==> config.mk <==
export PLATFORM = sky130hd
export DESIGN_NAME = hs_xfer_src_ctrl_flat
export DESIGN_NICKNAME = d
export VERILOG_FILES = /design/src/rtl/hs_xfer_src_if.sv /design/src/rtl/hs_xfer_src_ctrl.sv /design/src/flat_wrapper.sv
export SDC_FILE = /design/constraint.sdc
export NUM_CORES = 1
export LEC_CHECK = 0
export ABC_AREA = 1
export BUFFER_PORTS_ARGS = -buffer_cell sky130_fd_sc_hd__buf_4
export CAP_MARGIN = 10
export CORE_MARGIN = 1.5
export CORE_UTILIZATION = 25
export CTS_BUF_LIST = sky130_fd_sc_hd__clkbuf_4 sky130_fd_sc_hd__clkbuf_8 sky130_fd_sc_hd__clkbuf_16
export CTS_CLUSTER_SIZE = 8
export DETAILED_ROUTE_END_ITERATION = 7
export GPL_ROUTABILITY_DRIVEN = 0
export GPL_TIMING_DRIVEN = 0
export HOLD_SLACK_MARGIN = 0.03
export MAX_ROUTING_LAYER = met4
export PLACE_DENSITY_LB_ADDON = 0.3
export SETUP_SLACK_MARGIN = 0.3
export SYNTH_ARGS = -nofsm -noshare
export SYNTH_HDL_FRONTEND = slang
export SYNTH_SLANG_ARGS = --single-unit
==> constraint.sdc <==
create_clock -name clkA -period 1.4 [get_ports clkA]
set_clock_uncertainty 0.15 [all_clocks]
set_input_delay 0.28 -clock clkA [delete_from_list [all_inputs] [get_ports clkA]]
set_output_delay 0.28 -clock clkA [all_outputs]
set_load 0.02 [all_outputs]
==> src/rtl/hs_xfer_src_if.sv <==
// hs_xfer_src_if: producer valid/ready port plus the req/ack/data link toward the destination domain.
interface hs_xfer_src_if #(parameter int BIT_WIDTH = 8);
  logic                 validA;
  logic                 readyA;
  logic [BIT_WIDTH-1:0] dinA;
  logic [BIT_WIDTH-1:0] dataA;
  logic                 reqA;
  logic                 ackSyncA;
  modport master(input validA, dinA, ackSyncA, output readyA, dataA, reqA);
  modport slave(output validA, dinA, ackSyncA, input readyA, dataA, reqA);
endinterface

==> src/rtl/hs_xfer_src_ctrl.sv <==
// hs_xfer_src_ctrl: source side of a 4-phase req/ack crossing; define HS_TIMEOUT_EN for per-phase timeout with sticky errA.
module hs_xfer_src_ctrl #(
  parameter int BIT_WIDTH      = 8,
  parameter int CNT_WIDTH      = 16,
  parameter int TIMEOUT_CYCLES = 255
) (
  input  logic                 clkA,
  input  logic                 rstA,
  hs_xfer_src_if.master        hs,
  output logic                 doneA,
  output logic [CNT_WIDTH-1:0] xferCntA,
  output logic                 errA,
  input  logic                 clrErrA
);
  localparam logic [1:0] IDLE = 2'd0, REQ = 2'd1, RELEASE = 2'd2;
  logic [1:0]           state;
  logic [BIT_WIDTH-1:0] data_q;
  logic                 req_q;
  logic                 accept, got_ack, released, tmo, abort_q;
  assign hs.readyA = state == IDLE && !hs.ackSyncA;
  assign hs.dataA  = data_q;
  assign hs.reqA   = req_q;
  assign accept    = hs.validA && hs.readyA;
  assign got_ack   = state == REQ && hs.ackSyncA;
  assign released  = state == RELEASE && !hs.ackSyncA;
`ifdef HS_TIMEOUT_EN
  localparam int PW = $clog2(TIMEOUT_CYCLES + 1);
  logic [PW-1:0] phase_q;
  logic          err_q;
  // a phase expires only when it did not make progress on this same edge
  assign tmo  = state != IDLE && !got_ack && !released && phase_q == PW'(TIMEOUT_CYCLES - 1);
  assign errA = err_q;
  always_ff @(posedge clkA)
    if (rstA) begin
      phase_q <= '0;
      err_q   <= 1'b0;
      abort_q <= 1'b0;
    end else begin
      phase_q <= (accept || got_ack || released || tmo || state == IDLE) ? '0 : phase_q + PW'(1);
      err_q   <= tmo || (err_q && !clrErrA);
      abort_q <= (state == REQ && tmo) ? 1'b1 : released ? 1'b0 : abort_q;
    end
`else
  logic unused_ok;
  assign tmo       = 1'b0;
  assign abort_q   = 1'b0;
  assign errA      = 1'b0;
  assign unused_ok = clrErrA ^ (TIMEOUT_CYCLES == 0);
`endif
  always_ff @(posedge clkA)
    if (rstA) begin
      state    <= IDLE;
      data_q   <= '0;
      req_q    <= 1'b0;
      doneA    <= 1'b0;
      xferCntA <= '0;
    end else begin
      doneA    <= released && !abort_q;
      xferCntA <= (released && !abort_q) ? xferCntA + CNT_WIDTH'(1) : xferCntA;
      data_q   <= accept ? hs.dinA : data_q;
      req_q    <= accept || (req_q && !got_ack && !(state == REQ && tmo));
      state    <= accept ? REQ : (got_ack || (state == REQ && tmo)) ? RELEASE : released ? IDLE : state;
    end
endmodule
==> src/flat_wrapper.sv <==
// flat-port wrapper written by rule: the top's interface ports become plain ports
module hs_xfer_src_ctrl_flat 
#(
  parameter int BIT_WIDTH      = 8,
  parameter int CNT_WIDTH      = 16,
  parameter int TIMEOUT_CYCLES = 255
)
  (clkA, rstA, doneA, xferCntA, errA, clrErrA, hs_validA, hs_dinA, hs_ackSyncA, hs_readyA, hs_dataA, hs_reqA);
  hs_xfer_src_if #(.BIT_WIDTH(BIT_WIDTH)) hs_i ();
  input  logic clkA;
  input  logic rstA;
  output logic doneA;
  output logic [CNT_WIDTH-1:0] xferCntA;
  output logic errA;
  input  logic clrErrA;
  input wire logic [$bits(hs_i.validA)-1:0] hs_validA;
  input wire logic [$bits(hs_i.dinA)-1:0] hs_dinA;
  input wire logic [$bits(hs_i.ackSyncA)-1:0] hs_ackSyncA;
  output wire logic [$bits(hs_i.readyA)-1:0] hs_readyA;
  output wire logic [$bits(hs_i.dataA)-1:0] hs_dataA;
  output wire logic [$bits(hs_i.reqA)-1:0] hs_reqA;
  assign hs_i.validA = hs_validA;
  assign hs_i.dinA = hs_dinA;
  assign hs_i.ackSyncA = hs_ackSyncA;
  assign hs_readyA = hs_i.readyA;
  assign hs_dataA = hs_i.dataA;
  assign hs_reqA = hs_i.reqA;
  hs_xfer_src_ctrl #(.BIT_WIDTH(BIT_WIDTH), .CNT_WIDTH(CNT_WIDTH), .TIMEOUT_CYCLES(TIMEOUT_CYCLES)) u_core (.clkA(clkA), .rstA(rstA), .hs(hs_i), .doneA(doneA), .xferCntA(xferCntA), .errA(errA), .clrErrA(clrErrA));
endmodule
## Yosys cells after proc, flatten, opt, wreduce, memory -nomap -nowiden

Index checks and enable logic that the tools add are counted.

- Bits in registers: 28
- Latch bits: 0
- RAM bits: 0
- ROM bits: 0
- Logic and storage cells: 24
- Memories kept: 0

- Add/subtract/negate cells: 1
- Multiply operators: 0
- Div/mod/pow operators: 0
- $lt $le $gt $ge: 0
- Equality and inequality tests: 2
- Shift-type cells: 0
- Mux-type cells: 3
- Bitwise gates (word level): 0
- Reduce and logical (&&, ||, !) cells: 12

Operator list:

| cell | number |
|---|---|
| adder 16 x 1 -> 16 bit, second input constant | 1 |
| logical AND 1 bit | 5 |
| two-way mux 2 bit | 2 |
| nonzero test 3 bit | 1 |
| == test 2 x 1 -> 1 bit, second input constant | 1 |
| == test 2 bit, second input constant | 1 |
| logical NOT 1 bit | 2 |
| logical NOT 2 bit | 1 |
| nonzero test 2 bit | 1 |
| OR reduction 2 bit | 1 |
| logical OR 1 bit | 1 |
| two-way mux 1 bit | 1 |

## Depth between registers and ports, before layout

Gate-level depths: netlist of the first run.

- Depth after elaboration: 5
- Depth in mapped cells: 9

## Worst setup path after synthesis of the first run

Ideal clock, no wire load.

- Path kind: register -> register
- Start: register u_core.xferCntA[0]
- End: register u_core.xferCntA[14]
- Setup time: 0.113 ns
- Data arrival time: 1.255 ns
- Required time: 1.137 ns
- Setup slack: -0.117 ns
- Cell stages (with the launch flop): 9
- Buffers on the path: 0
- Period minus slack after synthesis: 1.517 ns
- Cells stage by stage: dfxtp_1 -> ha_1 -> nand2_1 -> inv_1 -> nand3_2 -> nor2_4 -> nand2_1 -> nor2_1 -> nor2_1

- Cells in the longest elaborated chain, start to end: 1

Ends and longest elaborated chain:

| element | RTL line | source |
|---|---|---|
| from (decl) | hs_xfer_src_ctrl.sv:11 | `output logic [CNT_WIDTH-1:0] xferCntA,` |
| from (signal assigned) | hs_xfer_src_ctrl.sv:59 | `xferCntA <= (released && !abort_q) ? xferCntA + CNT_WIDTH'(1) : xferCntA;` |
| adder 16 x 1 -> 16 bit | hs_xfer_src_ctrl.sv:59 |  |

No other way between the ends.
A chain may end at the register's enable or synchronous reset.

## Final worst setup path of the first run

- Start: register u_core.state[0]
- End: register u_core.xferCntA[13]

- Cells in the longest elaborated chain, start to end: 2

Ends and longest elaborated chain:

| element | RTL line | source |
|---|---|---|
| from (decl) | hs_xfer_src_ctrl.sv:16 | `logic [1:0] state;` |
| from (signal assigned) | hs_xfer_src_ctrl.sv:62 | `state <= accept ? REQ : (got_ack \|\| (state == REQ && tmo)) ? RELEASE : released ? IDLE : state;` |
| == test 2 bit | hs_xfer_src_ctrl.sv:25 | `assign released = state == RELEASE && !hs.ackSyncA;` |
| logical AND 1 bit | hs_xfer_src_ctrl.sv:25 |  |

No other way between the ends.

==> results of run 1 <==
[Yosys cell counts (2+ instances only)]
cell       n  area share (%)
o21ai_0    3             1.2
dfxtp_1   28              44
nor2_1    24             7.1
nand2_1   41              12
nor2_4     3             2.7
nand2_4    2             1.8
a21oi_1   14             5.5
nor3_1     2            0.79
inv_1     20             5.9
nand3_1   18             7.1
clkbuf_1   2            0.59
[power groups by stage]
stage                     Clock (W)  Sequential (W)  Combinational (W)
after floorplan                   0        0.000840          0.0000684
after global placement            0        0.000824           0.000148
after detailed placement          0        0.000824           0.000149
after CTS                  0.000526        0.000807           0.000177
after global routing       0.000549        0.000810           0.000197
final                      0.000493        0.000808           0.000181
[final timing paths]
kind / from / to / slack, ns / cells past startpoint
setup / recovery: u_core.state[0]$_SDFFE_PP0P_ / u_core.xferCntA[13]$_SDFFE_PP0P_ / -0.05 / 7
hold / removal: hs_dinA[7] / u_core.hs.dataA[7]$_SDFFE_PP0P_ / 0.13 / 3
setup reg to reg: u_core.state[0]$_SDFFE_PP0P_ / u_core.xferCntA[13]$_SDFFE_PP0P_ / -0.05 / 7
hold reg to reg: u_core.hs.dataA[3]$_SDFFE_PP0P_ / u_core.hs.dataA[3]$_SDFFE_PP0P_ / 0.32 / 2
[timing repair]
action / in CTS / in global routing
setup endpoints to repair: 53 / 54
resized for setup: 64 / 16
endpoints found under the hold margin: 0 / 0
pin swaps: 19 / 14
buffers inserted: 19 / 13
[per-stage QoR]
step / setup WS, ns / instances
after CTS: -0.0344 / 299
after global routing: -0.117 / 312
after global placement: -0.0852 / 276
final: -0.0471 / 312
after floorplan: 0.0502 / 173
after detailed placement: -0.0824 / 276
[area by class of cell]
type / instances / area, sq um / area share, %
tap: 67 / 83.8 / 3.64
clock buffer: 4 / 55.1 / 2.39
buffer: 5 / 25.0 / 1.09
sequential: 28 / 628 / 27.2
multi-input combinational: 120 / 759 / 32.9
timing repair buffer: 68 / 677 / 29.4
inverter: 20 / 77.6 / 3.36
[logic make-up after synthesis]
logic type | count (synthesis)
buffers and inverters | 25
XOR/XNOR | 1
AND/OR/NAND/NOR | 96
AO/OA/AOI/OAI | 21
flip-flops | 28
adder cells (fa/ha/maj) | 1
other | 1
[layer usage]
metal	up-vias	wire length [microns]
met5	-	0
met4	0	51
met3	4	193
met2	39	1700
met1	603	1420
li1	690	-
[worst register-to-register path: stages, from the launching register on]
cell	delay (ns)
dfxtp_4	0.37
nor2_4	0.18
nand2_4	0.13
nor2_8	0.14
buf_4	0.14
nand2_4	0.05
o21ai_2	0.13
nor2_1	0.07
[registers in the layout (all words and copies together) (netlist names)]
register and cells:
u_core.doneA 1, u_core.hs.dataA 8, u_core.hs.reqA 1, u_core.state 2, u_core.xferCntA 16
==> results.yml, run 1 <==
final_layout:
  layout_commonest_cell: "buf_6"
  final_cell_mix: "buf_6, nand2_1, buf_4, nor2_1, inv_1"
  nNetsFinal: 260
  syn2layout_area_growth_pct: 81.4
  fill_cells: 481
  diodes: 0
  final_util_pct: 47.9
  finalInstanceArea_sq_mm: 0.00231
  layout-drive-gt1-share_pct: 59.6
logic_synthesis:
  syn_area_per_cell_sq_um: 7.35
  synth_top_family_by_area: "simple AND/OR/NAND/NOR gates"
  synth-compound-area-share_pct: 9.06
  ys_warn_count: 0
  synth_xor_xnor_area_share_pct: 0.689
  netlist_area_sq_mm: 0.00127
  syn-num-nets: 187
  synth_fa_ha_area_share_pct: 0.984
  syn_inst: 173
  async_reset_ff_share_pct: 0
  synth_ff_type: "dfxtp_1"
  synth_seq_area_share_pct: 44.1
  synth_cell_types: 27
  ys_ff_latch: 28
  synth_edf_count: 0
  synth_mux_area_share_pct: 0
  yosys.area_share.simple_pct: 37.1
clock_tree:
  clk_pin_slew_ns: 0.09
  numCtsBuffers: 3
  worstSkewPairLatency_ns: 0.27
  clk_path_buf_depth: 2
  htree_levels: 1
  clkSinkCount: 28
  cts-root-buf: "clkbuf_8"
  ctsHoldBuffers: 0
  cts_tree: "yes"
floorplanning:
  num_rows: 25
  start_util_pct: 26.4
  core_area_sq_mm: 0.00482
  io_pins: 41
  die_w_microns: 74.3
  dieArea_sq_mm: 0.00552
  die_h_microns: 74.3
place:
  hpwl_microns: 2120
  place_area_sq_mm: 0.00173
  io_buffers: 36
routing:
  dr.first_iter.drc_count: 34
  ant_nets: 0
  wl_per_cell_microns: 10.8
  drt_pre_antenna_iters: 4
  via_count: 1336
  via_per_inst: 4.28
  drt-total-wl_microns: 3370
  remaining_drc_errors: 0
power_and_ir_drop:
  clockPowerShare_pct: 33.3
  switching_share_pct: 23.8
  peakVddDrop_mv: 0.519
  pwr_density_cell_mw_per_mm2: 643
  p_seq_share_pct: 54.5
  intPower_w: 0.00113
  p_switching_w: 0.000352
  power.total_w: 0.00148
  p_comb_share_pct: 12.2
  leakage_nw: 1.06
setup_path:
  slowest_delay_ns: 0.37
  required_ns: 1.42
  crit_path_end_kind: "register"
  crit_fanout: 5
  critPathLaunchType: "register"
  crit_top_cell: "nand2_4"
  crit_family: "simple AND/OR/NAND/NOR gates"
  critPathSlowestCell: "dfxtp_4"
  setup.worst_path.class: "register to register"
  path_cells: "nor2_4, nand2_4, nor2_8, buf_4, nand2_4, o21ai_2, nor2_1"
  critPathArrivalTime_ns: 1.47
  path_buf_inv: 1
global_route:
  antenna_found_initial: 0
  grt_use_total_pct: 12.9
  grt_max_degree: 16
  use_met3_pct: 3.39
  grt_overflow: 0
  grt_pass1_vias: 1262
  use_met2_pct: 22.1
  grt-busiest-layer: "met2"
  grtUsageMet1_pct: 15.2
  grt_first_pass_wirelength_microns: 5390
min_path:
  hp-class: "primary input to register"
timing:
  layout_setup_ws_ns: -0.0471
  drv_slew: 0
  max_freq_mhz: 691
  setup_tns_ns: -0.132
  hold_viol: 0
  rsz0062_at_grt: "yes"
  holdWs_ns: 0.128
  timing.final.crit_share_pct: 103
  setup_violations: 4
  period_needed_ns: 1.45
run_status:
  status: "complete, but fails checks"
  violations: "setup timing"
run:
  max_cap_viol_count: 0
No activity file was read; power rests on OpenSTA's default activity.
==> run 2, diff against run 1 <==
==> constraint.sdc (replaced) <==
create_clock -name clkA -period 1.4 [get_ports clkA]
set_clock_uncertainty 0.15 [all_clocks]
set_input_delay 0.07 -clock clkA [delete_from_list [all_inputs] [get_ports clkA]]
set_output_delay 0.07 -clock clkA [all_outputs]
set_load 0.02 [all_outputs]
==> run 2 against run 1 <==
The flow finishes with violations (hold timing). Largest cell class unchanged. Highest routed layer unchanged. First-iteration DRC count down 26%. Clock power up 0.8%. Utilization down 4.3 points. Via count down 4.9%. Die area unchanged.
==> results.yml, run 2 (synthesis gave the netlist of run 1 again) <==
final_layout:
  nNetsFinal: 252
  multi_input_area_sq_um: 756
  largest_reg_flops: 16
  layout_commonest_cell: "buf_4"
  final_util_pct: 43.5
  final_cell_mix: "buf_4, nand2_1, nor2_1, inv_1, nand3_1"
  diodes: 0
  fill_cells: 483
  syn2layout_area_growth_pct: 65.0
  largest_register: "u_core.xferCntA"
  fin_cells: 304
  layout-drive-gt1-share_pct: 48.5
  seqCellArea_sq_um: 611
floorplanning:
  start_util_pct: 26.4
  core_area_sq_mm: 0.00482
  num_rows: 25
  die_h_microns: 74.3
  dieArea_sq_mm: 0.00552
  die_w_microns: 74.3
  io_pins: 41
global_route:
  grt_first_pass_wirelength_microns: 5150
  grtUsageMet1_pct: 13.3
  grt_overflow: 0
  antenna_found_initial: 0
  grt_use_total_pct: 12.3
  grt_pass1_vias: 1218
  use_met3_pct: 3.12
  grt_max_degree: 16
  use_met2_pct: 22.4
  grt-busiest-layer: "met2"
timing:
  hold_viol: 2
  drv_slew: 0
  period_needed_ns: 1.34
  rsz0062_at_grt: "yes"
  timing.final.crit_share_pct: 96.1
  max_freq_mhz: 744
  tightest_slew_ns: 0.772
  slew_headroom_pct: 48.5
  setup_tns_ns: 0
  setup_violations: 0
  holdWs_ns: -0.00639
clock_tree:
  ctsHoldBuffers: 8
  clk_pin_slew_ns: 0.09
  htree_levels: 1
  cts-root-buf: "clkbuf_8"
  clkSinkCount: 28
  cts_tree: "yes"
  worstSkewPairLatency_ns: 0.27
  clk_path_buf_depth: 2
  numCtsBuffers: 3
place:
  io_buffers: 36
  dp.cells: 276
  hpwl_microns: 2100
run:
  max_cap_viol_count: 0
min_path:
  hold_depth: 4
  hp-class: "primary input to register"
setup_path:
  crit_fanout: 3
  setup.worst_path.class: "register to register"
  required_ns: 1.46
  critPathArrivalTime_ns: 1.41
  crit_top_cell: "nand2_1"
  critPathSlowestCell: "dfxtp_4"
  slowest_delay_ns: 0.36
  critPathLaunchType: "register"
  path_cells: "nand4_1, buf_4, nor2_2, nand2_1, nand2_1, nand2_1, nor2_1"
  crit_path_end_kind: "register"
  ff2ff_path_depth: 7
power_and_ir_drop:
  leakage_nw: 0.947
  pwr_density_cell_mw_per_mm2: 723
  p_seq_share_pct: 53.1
  peakVddDrop_mv: 0.531
  p_switching_w: 0.000370
  intPower_w: 0.00115
  switching_share_pct: 24.4
  clockPowerShare_pct: 32.8
  p_comb_share_pct: 14.1
routing:
  via_per_inst: 4.18
  drt-total-wl_microns: 3140
  drt_pre_antenna_iters: 6
  ant_nets: 0
  dr.first_iter.drc_count: 25
  remaining_drc_errors: 0
  via_count: 1270
  wl_per_cell_microns: 10.3
run_status:
  status: "complete, but fails checks"
  violations: "hold timing"
-- run 2: layout make-up --
type | instances | share of cell area [%]
Buffer | 5 | 1.13
Clock buffer | 4 | 2.63
Inverter | 20 | 3.58
Multi-Input combinational cell | 121 | 36.0
Sequential cell | 28 | 29.1
Tap cell | 67 | 4.00
Timing Repair Buffer | 59 | 23.5
-- run 2: per-stage QoR --
stage               total power [W]  hold WS (ns)  setup slack (ns)  instance area (sq um)
global route                0.00159       -0.0109           -0.0383                   2100
CTS                         0.00151       -0.0241            0.0600                   1970
detailed placement         0.000972         0.207            0.0119                   1730
global placement           0.000972         0.204           0.00300                   1730
finish                      0.00152      -0.00639            0.0553                   2100
floorplan                  0.000908        0.0496            0.0480                   1370
-- run 2: power groups by stage --
stage	Sequential, W	Combinational (W)	Clock (W)
6_report	0.000806	0.000213	0.000497
3_5_place_dp	0.000824	0.000148	0
2_1_floorplan	0.000840	0.0000681	0
3_3_place_gp	0.000824	0.000148	0
4_1_cts	0.000804	0.000185	0.000520
5_1_grt	0.000809	0.000231	0.000546
-- run 2: final timing paths --
path / slack (ns) / from / endpoint
hold reg to reg: 0.31 / u_core.hs.dataA[6]$_SDFFE_PP0P_ / u_core.hs.dataA[6]$_SDFFE_PP0P_
setup reg to reg: 0.06 / u_core.xferCntA[6]$_SDFFE_PP0P_ / u_core.xferCntA[15]$_SDFFE_PP0P_
hold / removal: -0.006 / hs_ackSyncA / u_core.state[0]$_SDFFE_PP0P_
setup / recovery: 0.06 / u_core.xferCntA[6]$_SDFFE_PP0P_ / u_core.xferCntA[15]$_SDFFE_PP0P_
-- run 2: critical path: cells and delay by family, from the launching register on --
kind | cells | cell delay [ns]
AND/OR/NAND/NOR | 6 | 0.55
flip-flops | 1 | 0.36
buffers and inverters | 1 | 0.22
-- run 2: timing repair --
| action | 4_1_cts | 5_1_grt |
|---|---|---|
| setup buffers | 11 | 4 |
| endpoints found under the setup margin | 27 | 30 |
| endpoints found under the hold margin | 11 | 3 |
| gates resized for setup | 8 | 22 |
| pin swaps | 10 | 13 |
| cloned | 0 | 1 |
-- run 2: routing by layer --
layer  vias up  share of wire [%]
met5         -                  0
met4         0               0.70
met3         2                5.1
met2        37                 50
met1       557                 44
li1        674                  -
